**src/rtl/aes_masking_pkg.sv**
```systemverilog
// Shared definitions for the masked AES S-box engine: FSM states, table depth
// and the unmasked S-box used only during table recomputation.
package aes_masking_pkg;

    localparam int TABLE_DEPTH = 256;

    typedef enum logic [1:0] {
        EMPTY  = 2'd0,
        RECOMP = 2'd1,
        READY  = 2'd2
    } sbox_state_e;

    // Byte i lives at bits [(255-i)*8 +: 8], i.e. entry 0 is the MSB byte.
    localparam logic [2047:0] SBOX_FLAT = {
        128'h637c777bf26b6fc53001672bfed7ab76,
        128'hca82c97dfa5947f0add4a2af9ca472c0,
        128'hb7fd9326363ff7cc34a5e5f171d83115,
        128'h04c723c31896059a071280e2eb27b275,
        128'h09832c1a1b6e5aa0523bd6b329e32f84,
        128'h53d100ed20fcb15b6acbbe394a4c58cf,
        128'hd0efaafb434d338545f9027f503c9fa8,
        128'h51a3408f929d38f5bcb6da2110fff3d2,
        128'hcd0c13ec5f974417c4a77e3d645d1973,
        128'h60814fdc222a908846eeb814de5e0bdb,
        128'he0323a0a4906245cc2d3ac629195e479,
        128'he7c8376d8dd54ea96c56f4ea657aae08,
        128'hba78252e1ca6b4c6e8dd741f4bbd8b8a,
        128'h703eb5664803f60e613557b986c11d9e,
        128'he1f8981169d98e949b1e87e9ce5528df,
        128'h8ca1890dbfe6426841992d0fb054bb16
    };

    function automatic logic [7:0] aes_sbox(input logic [7:0] b);
        return SBOX_FLAT[{~b, 3'b000} +: 8];
    endfunction

endpackage

```
**src/rtl/masked_table_ram.sv**
```systemverilog
// 256x8 masked lookup table: one synchronous write port, LANES asynchronous
// read ports (one per masked byte lane).
module masked_table_ram
    import aes_masking_pkg::*;
#(
    parameter int LANES = 2
) (
    input  logic               clk,
    input  logic               we,
    input  logic [7:0]         waddr,
    input  logic [7:0]         wdata,
    input  logic [8*LANES-1:0] raddr,
    output logic [8*LANES-1:0] rdata
);

    logic [7:0] mem [TABLE_DEPTH];

    always_ff @(posedge clk) begin
        if (we) begin
            mem[waddr] <= wdata;
        end
    end

    always_comb begin
        rdata = '0;
        for (int k = 0; k < LANES; k++) begin
            rdata[8*k +: 8] = mem[raddr[8*k +: 8]];
        end
    end

endmodule

```
**src/rtl/masked_sbox_engine.sv**
```systemverilog
// Multi-lane first-order masked AES S-box using table recomputation.
// Define MASKED_SBOX_SHUFFLE_EN to randomise the recomputation order via shuffle_seed.
module masked_sbox_engine
    import aes_masking_pkg::*;
#(
    parameter int LANES = 2,
    parameter int IDX_W = 8
) (
    input  logic               clk,
    input  logic               rst_n,
    input  logic               mask_load,
    input  logic [7:0]         m_in,
    input  logic [7:0]         m_out,
`ifdef MASKED_SBOX_SHUFFLE_EN
    input  logic [7:0]         shuffle_seed,
`endif
    output logic               busy,
    output logic               table_ok,
    input  logic               in_valid,
    output logic               in_ready,
    input  logic [8*LANES-1:0] in_data,
    output logic               out_valid,
    input  logic               out_ready,
    output logic [8*LANES-1:0] out_data
);

    generate
        if (IDX_W != 8) begin : g_idx_w_check
            $error("masked_sbox_engine: IDX_W must be 8");
        end
        if (LANES < 1 || LANES > 16) begin : g_lanes_check
            $error("masked_sbox_engine: LANES must be 1..16");
        end
    endgenerate

    sbox_state_e        state_q, state_d;
    logic [7:0]         cnt_q;
    logic [7:0]         m_in_q, m_out_q;
    logic [7:0]         sbox_idx;
    logic               load_acc;
    logic               tbl_we;
    logic [7:0]         tbl_waddr, tbl_wdata;
    logic [8*LANES-1:0] tbl_rdata;
    logic               in_fire;
    logic               vld_p1;
    logic [8*LANES-1:0] out_data_p1;

    always_ff @(posedge clk or negedge rst_n) begin
        if (!rst_n) begin
            state_q <= EMPTY;
        end else begin
            state_q <= state_d;
        end
    end

    always_comb begin
        state_d = state_q;
        case (state_q)
            EMPTY:   if (mask_load) state_d = RECOMP;
            RECOMP:  if (cnt_q == 8'hFF) state_d = READY;
            READY:   if (mask_load) state_d = RECOMP;
            default: state_d = EMPTY;
        endcase
    end

    always_comb begin
        busy     = (state_q == RECOMP);
        table_ok = (state_q == READY);
        tbl_we   = (state_q == RECOMP);
        load_acc = mask_load && (state_q != RECOMP);
    end

    always_ff @(posedge clk or negedge rst_n) begin
        if (!rst_n) begin
            cnt_q <= 8'h00;
        end else if (load_acc) begin
            cnt_q <= 8'h00;
        end else if (state_q == RECOMP) begin
            cnt_q <= cnt_q + 8'h01;
        end
    end

    // Masks are captured only on entry; loads during recomputation are dropped.
    always_ff @(posedge clk) begin
        if (load_acc) begin
            m_in_q  <= m_in;
            m_out_q <= m_out;
        end
    end

`ifdef MASKED_SBOX_SHUFFLE_EN
    logic [7:0] seed_q;

    always_ff @(posedge clk) begin
        if (load_acc) begin
            seed_q <= shuffle_seed;
        end
    end

    assign sbox_idx = cnt_q ^ seed_q;
`else
    assign sbox_idx = cnt_q;
`endif

    // Only the masked address and masked S-box value reach the table.
    assign tbl_waddr = sbox_idx ^ m_in_q;
    assign tbl_wdata = aes_sbox(sbox_idx) ^ m_out_q;

    masked_table_ram #(
        .LANES (LANES)
    ) u_table (
        .clk   (clk),
        .we    (tbl_we),
        .waddr (tbl_waddr),
        .wdata (tbl_wdata),
        .raddr (in_data),
        .rdata (tbl_rdata)
    );

    assign in_ready = (state_q == READY) && (!vld_p1 || out_ready);
    assign in_fire  = in_valid && in_ready;

    // Stage p1: registered lookup result, independent of recomputation.
    always_ff @(posedge clk or negedge rst_n) begin
        if (!rst_n) begin
            vld_p1      <= 1'b0;
            out_data_p1 <= '0;
        end else if (in_fire) begin
            vld_p1      <= 1'b1;
            out_data_p1 <= tbl_rdata;
        end else if (out_ready) begin
            vld_p1      <= 1'b0;
        end
    end

    assign out_valid = vld_p1;
    assign out_data  = out_data_p1;

endmodule

```
**config.mk**
```make
export PLATFORM = sky130hd
export DESIGN_NAME = masked_sbox_engine
export DESIGN_NICKNAME = d
export VERILOG_FILES = /design/src/rtl/aes_masking_pkg.sv /design/src/rtl/masked_table_ram.sv /design/src/rtl/masked_sbox_engine.sv
export SDC_FILE = /design/constraint.sdc
export NUM_CORES = 2
export LEC_CHECK = 0
export BUFFER_PORTS_ARGS = -buffer_cell sky130_fd_sc_hd__buf_4
export CAP_MARGIN = 20
export CORE_UTILIZATION = 55
export CTS_CLUSTER_SIZE = 40
export DETAILED_ROUTE_END_ITERATION = 8
export HOLD_SLACK_MARGIN = 0.12
export MAX_ROUTING_LAYER = met4
export PLACE_DENSITY_LB_ADDON = 0.05
export REMOVE_ABC_BUFFERS = 1
export SYNTH_ARGS = -nofsm -noshare
export SYNTH_HDL_FRONTEND = slang
export SYNTH_SLANG_ARGS = --single-unit
```
**constraint.sdc**
```tcl
create_clock -name clk -period 21.6 [get_ports clk]
set_input_delay 3.24 -clock clk [delete_from_list [all_inputs] [get_ports clk]]
set_output_delay 3.24 -clock clk [all_outputs]
set_load 0.005 [all_outputs]
```
Word level (Yosys, flattened, before mapping)
Memory sizes are Yosys's and may differ from the RTL's. A register that Yosys moved wholly into a read port is not among the register bits.
Index checks and enable logic that the tools add are counted.

cells by class
  $lt $le $gt $ge = 0
  multipliers = 0
  reduce and logical (&&, ||, !) cells = 12
  shifts and indexed selects = 1
  mux-type cells = 9
  equal/unequal tests = 6
  bitwise gates (word level) = 3
  add/subtract/negate cells = 1
  divide/modulo/power cells = 0

operators with widths
  kind                                                          number
  indexed part select 2048 x 12 -> 8 bit, first input constant  1
  2-to-1 mux 8 bit                                              2
  XOR 8 bit                                                     2
  adder 8 x 1 -> 8 bit, second input constant                   1
  == test 8 bit, second input constant                          1
  NOT 8 bit                                                     1
  != test 2 x 1 -> 1 bit, second input constant                 3
  2-to-1 mux 1 bit                                              4
  2-to-1 mux 2 bit                                              2
  one-hot mux 2 bit (2 select lines)                            1
  nonzero test 2 bit                                            2
  logical AND 1 bit                                             3
  logical NOT 1 bit                                             3
  == test 2 x 1 -> 1 bit, second input constant                 1
  == test 2 bit, second input constant                          1
  logical NOT 2 bit                                             1
  AND reduction 2 bit                                           1
  OR reduction 2 bit                                            1
  logical OR 1 bit                                              1

word-level totals
  bits of input ports = 37
  output and inout port bits = 20
  memories = 1
  word-level logic and storage cells = 38
  bits in read-only memories = 0
  RAM bits = 2,048
  bits in latches = 0
  bits in registers = 27

memories
  name         words  bits a word  read ports  clocked after memory_dff  wr ports  line                    text
  u_table.mem  256    8            2           2                         1         masked_table_ram.sv:16  logic [7:0] mem [TABLE_DEPTH];

Logic depth before layout (Yosys ltp)
  depth after elaboration = 5
  depth in mapped cells = 12
  mapped depth without buffers = 9

Cells and area by module
From an unflattened synthesis, not the netlist that was laid out.

unflattened totals
  cells, all modules = 5,467
  area, all modules = 101,461.1 um^2

modules (own cells, without submodules)
  module              cells an instance  area each (um^2)  seq. area each (um^2)  instances
  masked_table_ram    4,831              96,652.7          61,499.0               1
  masked_sbox_engine  636                4,808.4           1,156.1                1

Worst setup path before layout
No wires, ideal clock.

  kind = register to register
  from = register cnt_q[1]
  to = memory u_table.mem[0][2] (data pin)
  library setup time = 1,647 ps
  period minus slack after synthesis = 11,614 ps
  stages on the path, launching flop included = 13
  data arrival time = 9,967 ps
  path buffers = 3
  required time = 19,953 ps
  path slack = 9,986 ps
  cell sequence = dfrtp_1 -> buf_2 -> buf_2 -> inv_1 -> ha_1 -> clkbuf_1 -> nand2b_1 -> nand3_1 -> o21ai_0 -> mux4_2 -> mux2i_1 -> mux2i_1 -> xnor2_1

on the way
  longest elaborated chain between the ends = 3

ends and longest elaborated chain
  what                                    line                       text
  from (decl)                             masked_sbox_engine.sv:37   logic [7:0] cnt_q;
  from (signal assigned)                  masked_sbox_engine.sv:79   cnt_q <= cnt_q + 8'h01;
  NOT 8 bit                               aes_masking_pkg.sv:34      return SBOX_FLAT[{~b, 3'b000} +: 8];
  indexed part select 2048 x 12 -> 8 bit  aes_masking_pkg.sv:34
  XOR 8 bit                               masked_sbox_engine.sv:107  assign tbl_wdata = aes_sbox(sbox_idx) ^ m_out_q;
  via tbl_wdata[2]                        masked_sbox_engine.sv:42   logic [7:0] tbl_waddr, tbl_wdata;
  to (decl)                               masked_table_ram.sv:16

The timed path passes the listed nets, and every way through them passes these cells.

==> summary.txt <==
Outcome
  – Status: finished, final reports clean

Timing
  – Final period util: 0.379
  – Final-report max-slew violation count: 0
  – Final Hold Vio Count: 0
  – Slew headroom: 0.154
  – Final Setup Violations: 0
  – Fin Setup TNS: 0 ns
  – Fmax: 122 MHz
  – RSZ-0062 raised after global routing: false
  – Final critical-path required period: 8.18 ns
  – Clk_skew: roughly 0.033 ns
  – Worst Tran Pin Value: roughly 1.3 ns

Logic synthesis
  – Largest family of logic cells by synthesized area: multiplexers
  – Post-synthesis compound-gate area fraction: 0.0783
  – Synth Cell Area: between 100000 and 150000 µm²
  – Async set-reset flop share out of synthesis: 0.0129
  – Area share of fa/ha/maj cells after synthesis: 0.00220
  – Cell count after synthesis: roughly 6200
  – Post-synth cell types: between 90 and 100
  – Area fraction of the dominant cell type after synthesis: 0.605
  – Synth top area cells: edfxtp_1, mux4_2, mux2i_1, o22ai_1, nor2_1
  – Mux cell area share after synthesis: 0.226
  – Post-synthesis xor/xnor area fraction: 0.00214
  – Top FF cell, synth: edfxtp_1
  – Largest area contributor in the netlist: edfxtp_1
  – Most common cell in the synthesized netlist: edfxtp_1
  – Seq cells post-synth: roughly 2100
  – Leading cell types by count after synthesis: edfxtp_1, mux2i_1, mux4_2
  – Simple-gate share of the synthesized area: 0.0428
  – Post-synth EDFFs: between 2000 and 2500
  – Ys Warns: 0
  – Avg Synthesized Cell Area: 16.5 µm²
  – Post-synthesis sequential area ratio: 0.611

Finish
  – Area growth, synth to finish: 8.43%
  – Number of fill cells: 13900
  – Layout cells sized above 1: 0.203
  – # nets final: around 6300
  – FF+latch area: around 63000 µm²
  – Area of the multi-input gates: 36300 µm²

Route
  – Avg WL per Cell: between 40 and 50 µm
  – DRT antenna net count: 0
  – Routed wire length: around 360000 µm
  – Starting DRT DRC Count: approximately 10000
  – Vias per cell: between 7 and 8
  – DR pass1 iterations: 8
  – Post-route DRC: 0
  – DR vias: 66100

Floorplanning
  – Num rows: ~160
  – Die width: between 400 and 500 µm
  – I/O pins: 57
  – Core Area: around 190000 µm²
  – Initial Util: 0.553
  – Die Y: ~430 µm
  – Die area: approximately 190000 µm²

Global route
  – GR Overflow Total: 0
  – Initial antenna violation count: 14
  – Largest net degree at the start of global routing: around 190
  – Total GRT Usage: 0.393
  – First-pass GRT wire length: ~500000 µm
  – Vias in the first global route: around 64000

Hold path
  – HP Class: register to register
  – Hold Crit Start: state_q[0]

Worst setup path
  – Worst setup path start: in_data[8]
  – Crit path DAT: roughly 9.0 ns
  – CP Capture Type: register
  – Crit Path Max Fanout: 60
  – Worst r2r src: cnt_q[1]
  – WP data required: ~22 ns
  – Setup Crit Path Kind: input port to register
  – Setup crit start kind: input port

Clocking
  – Total CTS buffers: about 220
  – CTS Buffer Depth: 3
  – # Post-CTS Setup Buffers: 0
  – Clock transition at path regs: roughly 0.060 ns
  – Worst-Skew Late Latency: 0.87 ns
  – CTS tree: done
  – Hold Buf Count CTS: 0
  – CTS Sinks: roughly 2100
  – H-tree depth: 4
  – Clk root buf: clkbuf_16
  – Post-CTS sizing: 0

Power and ir drop
  – P per Cell Area: between 100 and 150 nW/µm²
  – Total Power: 13000 µW
  – Max VDD drop: between 0.3 and 0.4 mV
  – Leak Pwr: approximately 0.036 µW

Job
  – MaxCap Viol Count: 0

Placement
  – GP Congestion: between 1 and 1.5
  – Port Buf Inserts: 56
  – Detailed Place HPWL: roughly 240000 µm
[placed cells by master, fill, tap and decap left out, types with 40 or more instances in the layout]
master     count
nand3_1       65
mux2i_1      751
clkinv_2      44
mux4_2       645
a211oi_1     103
clkbuf_1      45
edfxtp_1    2064
mux4_1        40
o221ai_1      97
clkinv_1      59
o22ai_1      245
nor2_1       350
a21oi_1      172
a221oi_1      53
a22oi_1      109
clkbuf_16    219
o21ai_0      136
nor3_1        76
buf_4        241
nand2_1      263
[metal layers]
metal	track usage	up-vias	routed length, µm
met3	0.0880	911	42000
met1	0.529	34500	135000
met4	0.196	0	21800
met2	0.566	4712	161000
li1	-	26000	-
met5	-	-	0
[stage by stage]
step                      hold WS, ns  cell area (µm²)  utilization  setup WS [ns]  instances
after floorplan                 0.467            98700            -           7.30       5716
after CTS                       0.501           111000        0.599          13.48       8854
after detailed placement        0.493           104000        0.562          12.57       8456
after global placement          0.480           104000        0.562          12.65       8446
after global routing            0.526           111000        0.600          13.24       8868
final                           0.498           111000        0.600          13.42       8872
[power by group]
| group | switching (µW) | internal (µW) |
|---|---|---|
| clock network | 1600 | 2090 |
| logic | 2600 | 618 |
| registers | 65.8 | 5970 |
| total | 4270 | 8680 |
[area by class of cell]
class | instances | share of cell area
flip-flops and latches | 2091 | 0.564
multi-input cells | 3606 | 0.326
clock buffers | 270 | 0.0516
well taps | 2480 | 0.0279
repair buffers | 267 | 0.0193
clock inverters | 128 | 0.0101
inverters | 19 | 0.000709
diodes | 11 | 0.000248
[worst max-delay path: stages]
cell and delay, ns:
buf_8 0.45, buf_4 0.65, buf_4 0.72, buf_4 0.71, buf_4 0.68, mux2i_1 0.17, o221ai_1 0.29, a21oi_1 0.16
or3_1 0.42, nor4_1 1.02, a211o_1 0.19
[worst paths after layout]
| check | to | slack, ns | cells past startpoint |
|---|---|---|---|
| setup reg to reg | u_table.mem[167][2] | 14.47 | 13 |
| hold reg to reg | state_q[0] | 0.50 | 1 |
| setup / recovery | out_data[10] | 13.42 | 11 |
| max in group asynchronous | out_data[5] | 18.75 | 1 |
| hold / removal | state_q[0] | 0.50 | 1 |
| min in group asynchronous | cnt_q[1] | 2.37 | 1 |
[registers in the layout (all words and copies together) (netlist names)]
signal / count
u_table.mem: 2048
out_data: 16
cnt_q: 8
m_in_q: 8
m_out_q: 8
state_q: 2
out_valid: 1
[cells by family after synthesis]
family | count (synthesis)
compound gates | 1152
xor+xnor | 25
fa+ha+maj | 18
buf+inv | 527
flops | 2091
mux | 1442
simple gates | 969
Power figures use the tool's default switching activity.
